[src/rtl/bicubic_scan_ctrl.sv]
// Scan sequencer for a single bicubic core producing a 2x upscaled frame.
// It issues clamped 4-tap column reads and tags each core output with its coordinates.
module bicubic_scan_ctrl #(
    parameter int DIM_W  = 11,
    parameter int RD_LAT = 1
) (
    input  logic             clk,
    input  logic             rst,
    input  logic             start_i,
    input  logic [DIM_W-1:0] src_width_i,
    input  logic [DIM_W-1:0] src_height_i,
    input  logic             rows_avail_i,
    input  logic             hold_i,
    output logic             rd_en_o,
    output logic [DIM_W-1:0] rd_x_o,
    output logic [DIM_W-1:0] rd_y_o,
    output logic             h_phase_o,
    output logic             v_phase_o,
    output logic             out_valid_o,
    output logic [DIM_W:0]   out_x_o,
    output logic [DIM_W:0]   out_y_o,
    output logic             busy_o,
    output logic             done_o
);
    // Stage k of the token pipe holds a pixel launched at its first read cycle r, in cycle r+1+k.
    localparam int STAGES = RD_LAT + 4;

    typedef enum logic [1:0] {IDLE, WAIT, FETCH, DRAIN} state_e;

    state_e                     state_q, state_d;
    logic [DIM_W-1:0]           w_q, w_d, h_q, h_d;
    logic [DIM_W:0]             ox_q, ox_d, oy_q, oy_d;
    logic [1:0]                 tap_q, tap_d;
    logic                       done_q, done_d;
    logic                       h_ph_q, v_ph_q;
    logic                       launch;
    logic [STAGES:0]            vld_pipe;
    logic [STAGES:0][DIM_W:0]   x_pipe, y_pipe;

    logic [DIM_W:0]   ox_max, oy_max;
    logic             last_x, last_y;
    logic [DIM_W+1:0] col_sum, col;
    logic [DIM_W-1:0] col_clamped;

    assign ox_max = {w_q, 1'b0} - 1'b1;
    assign oy_max = {h_q, 1'b0} - 1'b1;
    assign last_x = (ox_q == ox_max);
    assign last_y = (oy_q == oy_max);

    // col_sum = x + tap, so the wanted column is col_sum - 1; zero means the left border.
    assign col_sum = {2'b00, ox_q[DIM_W:1]} + {{DIM_W{1'b0}}, tap_q};
    assign col     = col_sum - 1'b1;

    always_comb begin
        col_clamped = col[DIM_W-1:0];
        if (col_sum == '0)
            col_clamped = '0;
        else if (col >= {2'b00, w_q})
            col_clamped = w_q - 1'b1;
    end

    always_comb begin
        state_d = state_q;
        w_d     = w_q;
        h_d     = h_q;
        ox_d    = ox_q;
        oy_d    = oy_q;
        tap_d   = tap_q;
        done_d  = 1'b0;
        launch  = 1'b0;
        rd_en_o = 1'b0;
        rd_x_o  = '0;
        case (state_q)
            IDLE: begin
                if (start_i) begin
                    w_d     = src_width_i;
                    h_d     = src_height_i;
                    ox_d    = '0;
                    oy_d    = '0;
                    tap_d   = '0;
                    state_d = (src_width_i == '0 || src_height_i == '0) ? DRAIN : WAIT;
                end
            end
            WAIT: begin
                if (rows_avail_i && !hold_i)
                    state_d = FETCH;
            end
            FETCH: begin
                rd_en_o = 1'b1;
                rd_x_o  = col_clamped;
                launch  = (tap_q == 2'd0);
                tap_d   = tap_q + 2'd1;
                if (tap_q == 2'd3) begin
                    if (last_x) begin
                        ox_d = '0;
                        oy_d = oy_q + 1'b1;
                    end else begin
                        ox_d = ox_q + 1'b1;
                    end
                    // Odd oy wrapping means the next row needs a new source row in the buffer.
                    if (last_x && last_y)
                        state_d = DRAIN;
                    else if (last_x && oy_q[0])
                        state_d = WAIT;
                    else if (hold_i || !rows_avail_i)
                        state_d = WAIT;
                end
            end
            DRAIN: begin
                // Only the exiting stage may still be valid; done follows its out_valid.
                if (!(|vld_pipe[STAGES-1:0])) begin
                    done_d  = 1'b1;
                    state_d = IDLE;
                end
            end
            default: state_d = IDLE;
        endcase
    end

    always_ff @(posedge clk) begin
        if (rst) begin
            state_q  <= IDLE;
            w_q      <= '0;
            h_q      <= '0;
            ox_q     <= '0;
            oy_q     <= '0;
            tap_q    <= '0;
            done_q   <= 1'b0;
            h_ph_q   <= 1'b0;
            v_ph_q   <= 1'b0;
            vld_pipe <= '0;
            x_pipe   <= '0;
            y_pipe   <= '0;
        end else begin
            state_q  <= state_d;
            w_q      <= w_d;
            h_q      <= h_d;
            ox_q     <= ox_d;
            oy_q     <= oy_d;
            tap_q    <= tap_d;
            done_q   <= done_d;
            vld_pipe <= {vld_pipe[STAGES-1:0], launch};
            x_pipe   <= {x_pipe[STAGES-1:0], ox_q};
            y_pipe   <= {y_pipe[STAGES-1:0], oy_q};
            if (vld_pipe[STAGES-2])
                h_ph_q <= x_pipe[STAGES-2][0];
            if (vld_pipe[STAGES-1])
                v_ph_q <= y_pipe[STAGES-1][0];
        end
    end

    assign rd_y_o      = oy_q[DIM_W:1];
    assign h_phase_o   = h_ph_q;
    assign v_phase_o   = v_ph_q;
    assign out_valid_o = vld_pipe[STAGES];
    assign out_x_o     = vld_pipe[STAGES] ? x_pipe[STAGES] : '0;
    assign out_y_o     = vld_pipe[STAGES] ? y_pipe[STAGES] : '0;
    assign busy_o      = (state_q != IDLE);
    assign done_o      = done_q;
endmodule

[config.mk]
export PLATFORM = sky130hd
export DESIGN_NAME = bicubic_scan_ctrl
export DESIGN_NICKNAME = d
export VERILOG_FILES = /design/src/rtl/bicubic_scan_ctrl.sv
export SDC_FILE = /design/constraint.sdc
export NUM_CORES = 1
export LEC_CHECK = 0
export ABC_AREA = 1
export CAP_MARGIN = 10
export CORE_AREA = 2 2 137 139
export CTS_CLUSTER_DIAMETER = 150
export DETAILED_ROUTE_END_ITERATION = 8
export DIE_AREA = 0 0 139 141
export PLACE_DENSITY = 0.8
export RECOVER_POWER = 25
export SYNTH_ARGS = -nofsm -noshare
export SYNTH_HDL_FRONTEND = slang
export SYNTH_SLANG_ARGS = --single-unit
[constraint.sdc]
create_clock -name clk -period 4.6 [get_ports clk]
set_input_delay 0.46 -clock clk [delete_from_list [all_inputs] [get_ports clk]]
set_output_delay 0.46 -clock clk [all_outputs]
set_load 0.01 [all_outputs]
### After elaboration in Yosys (flattened, before gate mapping)

Index checks and enable logic that the tools add are counted.

* register bits after elaboration: 203

* add/sub/neg operators: 8
* order comparisons: 1
* equal/unequal tests: 12
* multiplexer cells: 25
* bitwise logic cells: 2
* reductions and logical operators: 22

Operators by type and width (number)
* 12-bit two-way mux: 7
* 12-bit case mux with 2 select lines: 2
* 11-bit two-way mux: 3
* 12-bit by 1-bit adder with 12-bit output (second input constant): 2
* 12-bit equality test: 2
* 12-bit by 1-bit subtractor with 12-bit output (second input constant): 2
* 11-bit zero test: 2
* 2-bit two-way mux: 9
* 13-bit by 11-bit >= comparator with 1-bit output: 1
* 13-bit zero test: 1
* 12-bit by 1-bit subtractor with 13-bit output (second input constant): 1
* 11-bit by 2-bit adder with 12-bit output: 1
* 11-bit by 1-bit subtractor with 11-bit output (second input constant): 1
* 2-bit inequality test (second input constant): 5
* 2-bit case mux with 4 select lines: 1
* 2-bit equality test (second input constant): 3
* 5-bit AND reduction: 1
* 5-bit OR reduction: 1
* 2-bit zero test: 2
* 4-bit inequality test (second input constant): 1
* 2-bit case mux with 2 select lines: 1
* 2-bit AND reduction: 2
* 4-bit AND reduction: 1
* 2-bit nonzero test: 2
* other kinds (9): 16

### Longest topological paths before layout

* depth in word-level cells: 7
* depth in mapped cells: 27

### Worst setup path after synthesis

OpenSTA, ideal clock, no wires.

* path kind: flip-flop to output port
* start: register ox_q[1]
* end: output port rd_x_o[6]
* arrival: 3.196 ns
* slack: 0.944 ns
* stages on the path, launching flop included: 26
* buffers on the path: 1
* cell sequence: dfxtp_1 ha_1 fa_1 inv_2 nand2_1 nand2_2 nand2_1 nor2_1 nand3_2 nand2_1 inv_1 nor2_1 inv_1 ha_1 a21oi_1 o21ai_0 nor2_1 nand2_1 nand2_1 nand2_1 nand2_1 nand3_2 nor2_4 buf_6 nor2_1 nor2_1

* word-level cells in the longest chain between the ends: 6

RTL lines
* start, declared: RTL line 32 `logic [DIM_W:0] ox_q, ox_d, oy_q, oy_d;`
* start signal, assigned: RTL line 125 `ox_q <= '0;`
* start signal, assigned: RTL line 138 `ox_q <= ox_d;`
* 11-bit by 2-bit adder with 12-bit output *: RTL line 51 `assign col_sum = {2'b00, ox_q[DIM_W:1]} + {{DIM_W{1'b0}}, tap_q};`
* 12-bit by 1-bit subtractor with 13-bit output: RTL line 52 `assign col = col_sum - 1'b1;`
* 13-bit by 11-bit >= comparator with 1-bit output: RTL line 58 `else if (col >= {2'b00, w_q})`
* 11-bit two-way mux: RTL line 58
* 11-bit two-way mux *: RTL line 56 `if (col_sum == '0)`
* 11-bit two-way mux *: RTL line 73 `case (state_q)`
* end, declared: RTL line 15 `output logic [DIM_W-1:0] rd_x_o,`

Mark *: on every way between the ends. The rest lies on a longest branch, timed or not.

### Final worst setup path

* start: register tap_q[0]
* end: output port rd_x_o[1]

* word-level cells in the longest chain between the ends: 6

RTL lines
* start, declared: RTL line 33 `logic [1:0] tap_q, tap_d;`
* start signal, assigned: RTL line 140 `tap_q <= tap_d;`
* 11-bit by 2-bit adder with 12-bit output *: RTL line 51
* 12-bit by 1-bit subtractor with 13-bit output: RTL line 52
* 13-bit by 11-bit >= comparator with 1-bit output: RTL line 58
* 11-bit two-way mux: RTL line 58
* 11-bit two-way mux *: RTL line 56
* 11-bit two-way mux *: RTL line 73

Marked as above.

==> flow_summary.toml <==
[status]
status = "complete, but fails checks"
failed_checks = "capacitance limit, slew limit"

[placement]
pre_cts_ws_ps = 106
dpl_cell_area_sq_mm = 0.00971
io_buffer_count = 78
gp_congestion = 0.914
hpwl_um = 12500

[synthesis]
ys_seq_area_share_pct = 45.9
synthTopCellsByArea = "dfxtp_1 46%, inv_1 11%, nor2_1 10%"
syn_area_sq_mm = 0.00884
ys_ff_latch = 203
avgSynthCellArea_sq_um = 7.18
synth.distinct_cells = 41
synth_common_cells = "251 x inv_1, 236 x nor2_1, 210 x nand2_1, 203 x dfxtp_1, 55 x nand3_1"
synth.most_common_cell = "inv_1"
netlist_instances = 1231
synth_edf_count = 0
yosys.area.top_type = "dfxtp_1"
synth_top_area_share_pct = 45.9
synth-async-reset-ratio_pct = 0
ys_warn_count = 0
syn_nets = 1280
synth_ff_type = "dfxtp_1"

[timing]
clock.fmax_mhz = 224
min_period_ps = 4470
fin_ws_ps = 133
rsz0062_at_grt = "true"
final_hold_viol_count = 0
tightest_slew_ps = 2060
fin_setup_tns_ps = 0
slew_violations = 110
slew_headroom_pct = -37.5
finalCritPeriodShare_pct = 97.1
setup_viol = 0
skew_ps = 15.6

[worst_setup_path]
crit_path_max_fanout = 5
required_ps = 4140
worst_setup_path_end_kind = "primary output"
max_stage_delay_ps = 570
crit_end = "rd_x_o[1]"
critPathKind = "reg -> out"
critical_path_buf_inv_count = 6
cp_slowest_cell = "fa_2"
r2r-end = "oy_q[9]"
crit_cells = 24
startpoint_type = "flip-flop"
crit_arrival_ps = 4010
crit_family = "adder cells"
reg2reg_slack_ps = 1760
cpMostUsedCell = "nand2_1"
crit_chain = "ha_4, fa_2, inv_2, ha_4, xor2_1, inv_1, ha_1, nand2_1, inv_1, o21ai_0, nand3_1, nand2_1, nand2_1, nand2_1, nand2_1, nand2_1, nand3_2, nor2_4, clkbuf_16, buf_4, nand2_1, nand2_1, nor2_1, clkbuf_2"
reg2reg_from = "state_q[0]"
r2r_cells = 8
crit_path_start = "tap_q[0]"

[clock_tree]
ctsHoldBuffers = 0
clock-root-buffer = "clkbuf_16"
numCtsBuffers = 21
clockBufferDepth = 3
clk_pin_slew_ps = 70
cts_max_level = 1
tritoncts = "built"
clkLatencyLatePin_ps = 500
cts.sinks = 203

[global_route]
grt_pass1_vias = 6191
grt_start_max_net_pins = 110
grt_antenna_before_repair = 0
grt_pass1_wl_um = 29200
grt_usage_pct = 17.8
gr-total-overflow = 0

[detailed_routing]
via_per_inst = 4.58
finalWirelength_um = 17900
routedWlPerCell_um = 11.6
dr.pass1.iters = 5
final_antenna_net_count = 0
first_iter_violations = 467
drc = 0
vias = 7101

[final_layout]
antenna-diode-count = 0
n_fill_cell = 1662
fin_area_sq_mm = 0.0107
drive_gt1_share_pct = 9.73
multi_input_area_sq_mm = 0.00374
nets = 1349
final_util_pct = 58.5
seq_area_sq_mm = 0.00407
area_delta_synth_final_pct = 20.9

[power]
p_leak_uw = 0.00455
peakVddDrop_v = 0.000227
switching_share_pct = 32.5
power_frac_seq_pct = 38.5
p_clk_share_pct = 34.6
intPower_uw = 3370
p_per_area_mw_per_mm2 = 467
combPwrFrac_pct = 26.9
power.net_switching_uw = 1620

[die]
floorplan.die_area_sq_mm = 0.0196
die_y_um = 141
coreArea_sq_mm = 0.0183
initial_core_util_pct = 48.4
rows = 50
die_w_um = 139
io_pins = 79

[job]
drv_cap = 1

[hold_path]
hold_depth = 2
hold_class = "reg -> reg"
worst min-delay path: stages, from the launching register on:
cell and delay (ps):
dfxtp_1 290, inv_1 40, nor2_1 30
power groups by stage:
stage / registers, uW / logic, uW / clock network, uW
3_3_place_gp: 1950 / 1200 / 0
4_1_cts: 1920 / 1230 / 1760
3_5_place_dp: 1960 / 1220 / 0
2_1_floorplan: 1930 / 935 / 0
5_1_grt: 1930 / 1530 / 1830
6_report: 1920 / 1340 / 1730
cells by family after synthesis:
group                      share of synthesized area, %
AOI/OAI and AO/OA                                  6.39
xor gates and xnor gates                           3.07
adders and majority gates                          3.20
buffers and inverters                              13.7
DFF                                                45.9
and+or+nand+nor                                    27.7
final cells by class:
class	instances	share of cell area [%]
Inverter	257	9.04
Tap cell	234	2.74
Clock inverter	9	1.08
Multi-Input combinational cell	724	35.0
Sequential cell	203	38.1
Timing Repair Buffer	93	8.40
Clock buffer	29	5.66
worst min path at each step:
stage	startpoint	to	slack (ps)
3_5_place_dp	y_pipe[24]	y_pipe[36]	390
3_3_place_gp	x_pipe[7]	x_pipe[19]	390
6_report	x_pipe[25]	x_pipe[37]	400
2_1_floorplan	x_pipe[0]	x_pipe[12]	390
4_1_cts	y_pipe[15]	y_pipe[27]	390
5_1_grt	x_pipe[51]	x_pipe[63]	410
cells in the final DEF (no fill, tap or decap), types with 6 or more instances in the layout:
master / Yosys / routed
inv_2: 5 / 6
clkdlybuf4s50_1: 0 / 66
nand2_1: 210 / 205
nand2_2: 8 / 10
nand3_1: 55 / 54
nand4_1: 9 / 9
nand2_4: 4 / 7
inv_1: 251 / 249
ha_1: 21 / 16
a21oi_1: 42 / 40
nor2_2: 7 / 7
xor2_1: 25 / 21
nor2_1: 236 / 233
buf_4: 12 / 10
nor3_1: 14 / 14
clkbuf_16: 0 / 23
o21ai_0: 47 / 46
nor2_4: 4 / 7
clkbuf_2: 0 / 9
dfxtp_1: 203 / 199
registers in the layout, indices dropped and copies added, names as in the netlist, 2 cells and up:
name and cells:
w_q 11, oy_q 12, y_pipe 72, state_q 2
tap_q 2, h_q 11, vld_pipe 6, x_pipe 72
ox_q 12
stage by stage:
step,cells,power (uW),hold WS (ps)
final,1549,4990,396
after global routing,1549,5280,410
after CTS,1539,4910,394
after detailed placement,1500,3170,392
after global placement,1500,3150,389
after floorplan,1231,2860,388
per-layer routing:
metal / GRT usage (%) / vias to the layer above / part of all wire (%) / routed length, um
li1: - / 3802 / - / -
met1: 24.4 / 3073 / 47 / 8390
met2: 28.6 / 195 / 45 / 8000
met3: 2.92 / 31 / 6.1 / 1100
met4: 5.95 / 0 / 2.5 / 441
met5: 0 / - / 0 / 0
repair_timing:
item,CTS,global route
setup endpoints to repair,11,11
resized for setup,17,56
gates cloned,0,3
buffers inserted,1,7
pin swaps,1,13
Note: power is estimated with default switching activity, not from simulation.
==> edit 1 (same flow settings) <==
Change the parameter `RD_LAT` from 1 to 2.
--- a/src/rtl/bicubic_scan_ctrl.sv
+++ b/src/rtl/bicubic_scan_ctrl.sv
@@ -2,7 +2,7 @@
 // It issues clamped 4-tap column reads and tags each core output with its coordinates.
 module bicubic_scan_ctrl #(
     parameter int DIM_W  = 11,
-    parameter int RD_LAT = 1
+    parameter int RD_LAT = 2
 ) (
     input  logic             clk,
     input  logic             rst,
Formal check against the unedited RTL: not equivalent (Yosys sat finds a counterexample within 10 cycles, from zero or initial values and one cycle with rst high).
==> edit 1 against the original RTL <==
  * The flow still finishes with violations (capacitance limit, slew limit)
  * Power increased by 9.8%
  * Setup slack improved by 0.12 ns
  * Sequential cell count increased by 25
  * Synthesized area increased by 8.7%
  * Wire length increased by 9.9%
  * Synthesized cell count increased by 7.7%
  * Final cell count increased by 5.9%
  * Cell area increased by 6.6%
  * Count of clock-buffer cells in the layout increased by 1
  * Critical path type unchanged
  * Largest power group unchanged
==> edit 1: results <==
group,metric,value,unit
outcome,status,"complete, but fails checks",
outcome,violations,"capacitance limit, slew limit",
timing,finClkSkew,0.0145,ns
layout,drive_above_1_share,0.0868,
clocking,cts.path.max_buffers,3,
logic_synthesis,synthArstFlopShare,0,
setup_path,r2r-start,"w_q[0]",
routing,vias_per_cell,4.72,
power,irDropWorstVdd,0.321,mV
logic_synthesis,synth_cell_types,40,
setup_path,critical_path_class,"flop to output pin",
global_route,grt_usage,0.201,
global_route,grt_max_degree,81,
clocking,clock_tree.root_cell,"clkbuf_16",
routing,first_pass_iters,6,
clocking,cts_max_level,1,
power,p_leak,0.00484,µW
logic_synthesis,syn_inst,1326,
routing,drtIter0Drc,384,
logic_synthesis,synth.cells.most_frequent,"276 x nor2_1, 275 x inv_1, 228 x dfxtp_1",
routing,wl_per_cell,12.0,µm
logic_synthesis,netlist_top_cells_area,"dfxtp_1 47%, nor2_1 11%, inv_1 11%",
place,dp_hpwl,13800,µm
layout,diodes,0,
power,p_sw,1830,µW
hold_path,hold_path.class,"flop to flop",
layout,largestRegisters,"x_pipe x84, y_pipe x84",
global_route,grt_pass1_vias,7072,
global_route,gr-usage-met3,0.0289,
setup_path,worstPathArrival,3.89,ns
hold_path,hold_start,"y_pipe[4]",
logic_synthesis,yosysSeqAreaShare,0.475,
layout,final_nets,1441,
global_route,grt_pass1_wl,33000,µm
place,io_buffers,78,
routing,vias,7748,
place,place.gp.congestion,0.953,
timing,worst_slew_pin_slew,3.05,ns
setup_path,startpoint,"ox_q[1]",
clocking,cts_buffers,22,
global_route,met1_usage,0.260,
job,maxCapViolCount,1,
timing,drv_slew,78,
place,dp.cells,1592,
global_route,met2_usage,0.354,
clocking,path_clk_slew,0.06,ns
setup_path,worstPathMaxFanout,8,
## edit 1: cell type report
cell class                      count  area [µm²]
Tap cell                          234         293
Inverter                          277        1040
Timing Repair Buffer               95         852
Clock buffer                       30         631
Clock inverter                      8        90.1
Sequential cell                   228        4570
Multi-Input combinational cell    768        3930
Fill cell                        1619        6860
## edit 1: per-layer routing
layer / wire length, µm / share of wire
met3: 936 / 0.047
met1: 9030 / 0.46
met5: 0 / 0
met2: 9310 / 0.47
met4: 434 / 0.022
## edit 1: per-stage QoR
stage                     worst slack, ns  TNS (ns)  hold slack, ns  power [µW]  area, µm²
after floorplan                     0.980         0           0.388        3240       9620
after global placement             0.0700         0           0.388        3570      10500
after detailed placement           0.0537         0           0.392        3600      10500
after CTS                          0.0171         0           0.332        5380      11300
after global routing             -0.00208  -0.00390           0.401        5820      11400
final                               0.252         0           0.398        5480      11400
## edit 1: power groups by stage
stage                     sequential, µW  combinational (µW)  clock, µW
after floorplan                     2160                1080          0
after global placement              2190                1380          0
after detailed placement            2200                1400          0
after CTS                           2160                1440       1790
after global routing                2170                1790       1870
final                               2160                1580       1750
## edit 1: kinds of logic after synthesis
kind of cell | synth area share
AOI/OAI and AO/OA | 0.0591
xor gates and xnor gates | 0.0385
DFF | 0.475
buffers and inverters | 0.137
adders and majority gates | 0.0294
and+or+nand+nor | 0.261
## edit 1: final timing paths
| path | slack, ns | cells past startpoint | endpoint |
|---|---|---|---|
| worst max-delay path | 0.25 | 21 | rd_x_o[5] |
| worst min-delay path | 0.40 | 2 | y_pipe[16] |
| worst max register to register | 1.69 | 16 | oy_q[10] |
| worst min register to register | 0.40 | 2 | y_pipe[16] |
## edit 1: what timing repair did
item,in CTS,in global routing
setup buffers,1,9
endpoints found under the setup margin,11,11
pin swaps,4,22
gates cloned,0,0
resized for setup,39,44
## edit 1: critical path, cell delays in order, from the launching register on
cell and delay [ns]:
dfxtp_4 0.36, ha_4 0.17, fa_2 0.56, inv_2 0.06, ha_4 0.16, buf_4 0.13, xor2_1 0.18, inv_1 0.10
ha_1 0.29, a21oi_1 0.19, o21ai_0 0.10, o21ai_1 0.12, nand2_1 0.06, nand2_1 0.08, nand2_2 0.05, nand2_2 0.09
nand3b_1 0.10, nor2_2 0.16, buf_6 0.15, nor2_1 0.04, nor2_1 0.10, buf_2 0.14
==> edit 2 (config.mk and constraints unchanged) <==
Made on the original files. Re-encode `state_e` (4 states) as Gray code, 2 bits wide.
--- a/src/rtl/bicubic_scan_ctrl.sv
+++ b/src/rtl/bicubic_scan_ctrl.sv
@@ -25,7 +25,7 @@
     // Stage k of the token pipe holds a pixel launched at its first read cycle r, in cycle r+1+k.
     localparam int STAGES = RD_LAT + 4;
 
-    typedef enum logic [1:0] {IDLE, WAIT, FETCH, DRAIN} state_e;
+    typedef enum logic [1:0] {IDLE = 2'b00, WAIT = 2'b01, FETCH = 2'b11, DRAIN = 2'b10} state_e;
 
     state_e                     state_q, state_d;
     logic [DIM_W-1:0]           w_q, w_d, h_q, h_d;
Function: no difference found for any inputs over 10 cycles, from zero or initial values and one cycle with rst high; not proved beyond that.
==> edit 2 against the original RTL <==
  * The run still ends with capacitance limit, slew limit left
  * Setup slack got worse by 0.00058 ns
  * Sequential cell count unchanged
  * Cell area increased by 1.6%
  * Non-clock buffer count increased by 8
  * Critical path depth decreased by 1
  * Clock power decreased by 14%
  * Die area unchanged
  * Power decreased by 3.2%
  * Wire length increased by 6.2%
  * Synthesized area increased by 2.7%
  * Critical path type unchanged
  * Critical endpoint is now rd_x_o[5]
  * Highest routed layer unchanged
==> edit 2: results <==
group,metric,value,unit
timing,worst_slew_pin_slew,2.62,ns
global_route,grt_pass1_wl,31600,µm
global_route,gr-usage-met3,0.0282,
outcome,status,"complete, but fails checks",
logic_synthesis,netlist_top_cells_area,"dfxtp_1 45%, inv_1 11%, nor2_1 11%",
global_route,grt_usage,0.190,
clocking,cts_buffers,20,
place,dp_hpwl,13500,µm
routing,routed-wl-met2,8730,µm
setup_path,worstPathArrival,4.01,ns
timing,drv_slew,172,
outcome,violations,"capacitance limit, slew limit",
logic_synthesis,synth_cell_types,42,
setup_path,reg2reg_slack,1.30,ns
routing,wl_met1,8720,µm
job,maxCapViolCount,2,
timing,holdWs,0.393,ns
logic_synthesis,synth.cells.most_frequent,"268 x inv_1, 264 x nor2_1, 220 x nand2_1",
power,p_leak,0.00472,µW
global_route,met2_usage,0.330,
place,dp.cells,1576,
routing,wl_per_cell,11.7,µm
routing,vias_per_cell,4.68,
clocking,path_clk_slew,0.06,ns
clocking,insertion_delay,0.48,ns
routing,met3_length,1100,µm
logic_synthesis,synthArstFlopShare,0,
power,irDropWorstVdd,0.329,mV
logic_synthesis,synth.avg_cell_area,6.95,µm²
global_route,grt_pass1_vias,6870,
place,place_area,9940,µm²
timing,finClkSkew,0.00721,ns
clocking,cts.path.max_buffers,3,
clocking,clock_tree.root_cell,"clkbuf_16",
layout,final_nets,1432,
logic_synthesis,yosysSeqAreaShare,0.447,
global_route,grt_max_degree,105,
global_route,met1_usage,0.250,
place,place.gp.congestion,0.941,
layout,drive_above_1_share,0.0897,
routing,routed_wl,19000,µm
timing,fmax,0.224,GHz
setup_path,reg2reg_depth,14,
routing,drtIter0Drc,410,
place,dp_slack,-0.101,ns
## edit 2: kinds of logic after synthesis
family / Yosys count / synth area share
DFF: 203 / 0.447
and+or+nand+nor: 621 / 0.283
buffers and inverters: 321 / 0.141
AOI/OAI and AO/OA: 107 / 0.0631
xor gates and xnor gates: 33 / 0.0342
adders and majority gates: 22 / 0.0311
## edit 2: final timing paths
check                                 from         end
worst max-delay path               ox_q[1]   rd_x_o[5]
worst min-delay path            y_pipe[34]  y_pipe[46]
worst max register to register      w_q[0]     oy_q[0]
worst min register to register  y_pipe[34]  y_pipe[46]
## edit 2: worst max-delay path, cell delays in order, from the launching register on
cell	delay (ns)
dfxtp_4	0.35
ha_4	0.17
fa_2	0.45
buf_4	0.15
nor2_2	0.11
nand2_2	0.11
nor3_4	0.22
a31oi_1	0.10
nor2_1	0.20
inv_1	0.10
ha_4	0.22
and3_1	0.15
nand4_1	0.09
nand3_1	0.08
o21ai_1	0.12
nand2_1	0.07
nand2_2	0.10
inv_2	0.05
nor2_4	0.12
buf_6	0.13
nand3_1	0.07
nand2_1	0.08
nor2_1	0.05
clkdlybuf4s15_1	0.22
## edit 2: timing repair
action,4_1_cts,5_1_grt
endpoints found under the hold margin,0,0
gates cloned,1,1
resized for setup,44,48
buffers inserted,7,10
hold buffers,0,0
pin swaps,5,22
setup endpoints to repair,11,11
## edit 2: power breakdown
part / total, µW / internal, µW / switching (µW) / leakage [µW]
clock: 1490 / 863 / 628 / 0.000301
sequential: 1910 / 1830 / 75.1 / 0.00164
combinational: 1430 / 484 / 951 / 0.00278
## edit 2: area by class of cell
cell class,count,area [µm²]
clock buffer,27,567
tap,234,293
multi-input combinational,784,3960
clock inverter,6,43.8
fill,1710,7400
timing repair buffer,101,907
sequential,203,4070
inverter,273,1020
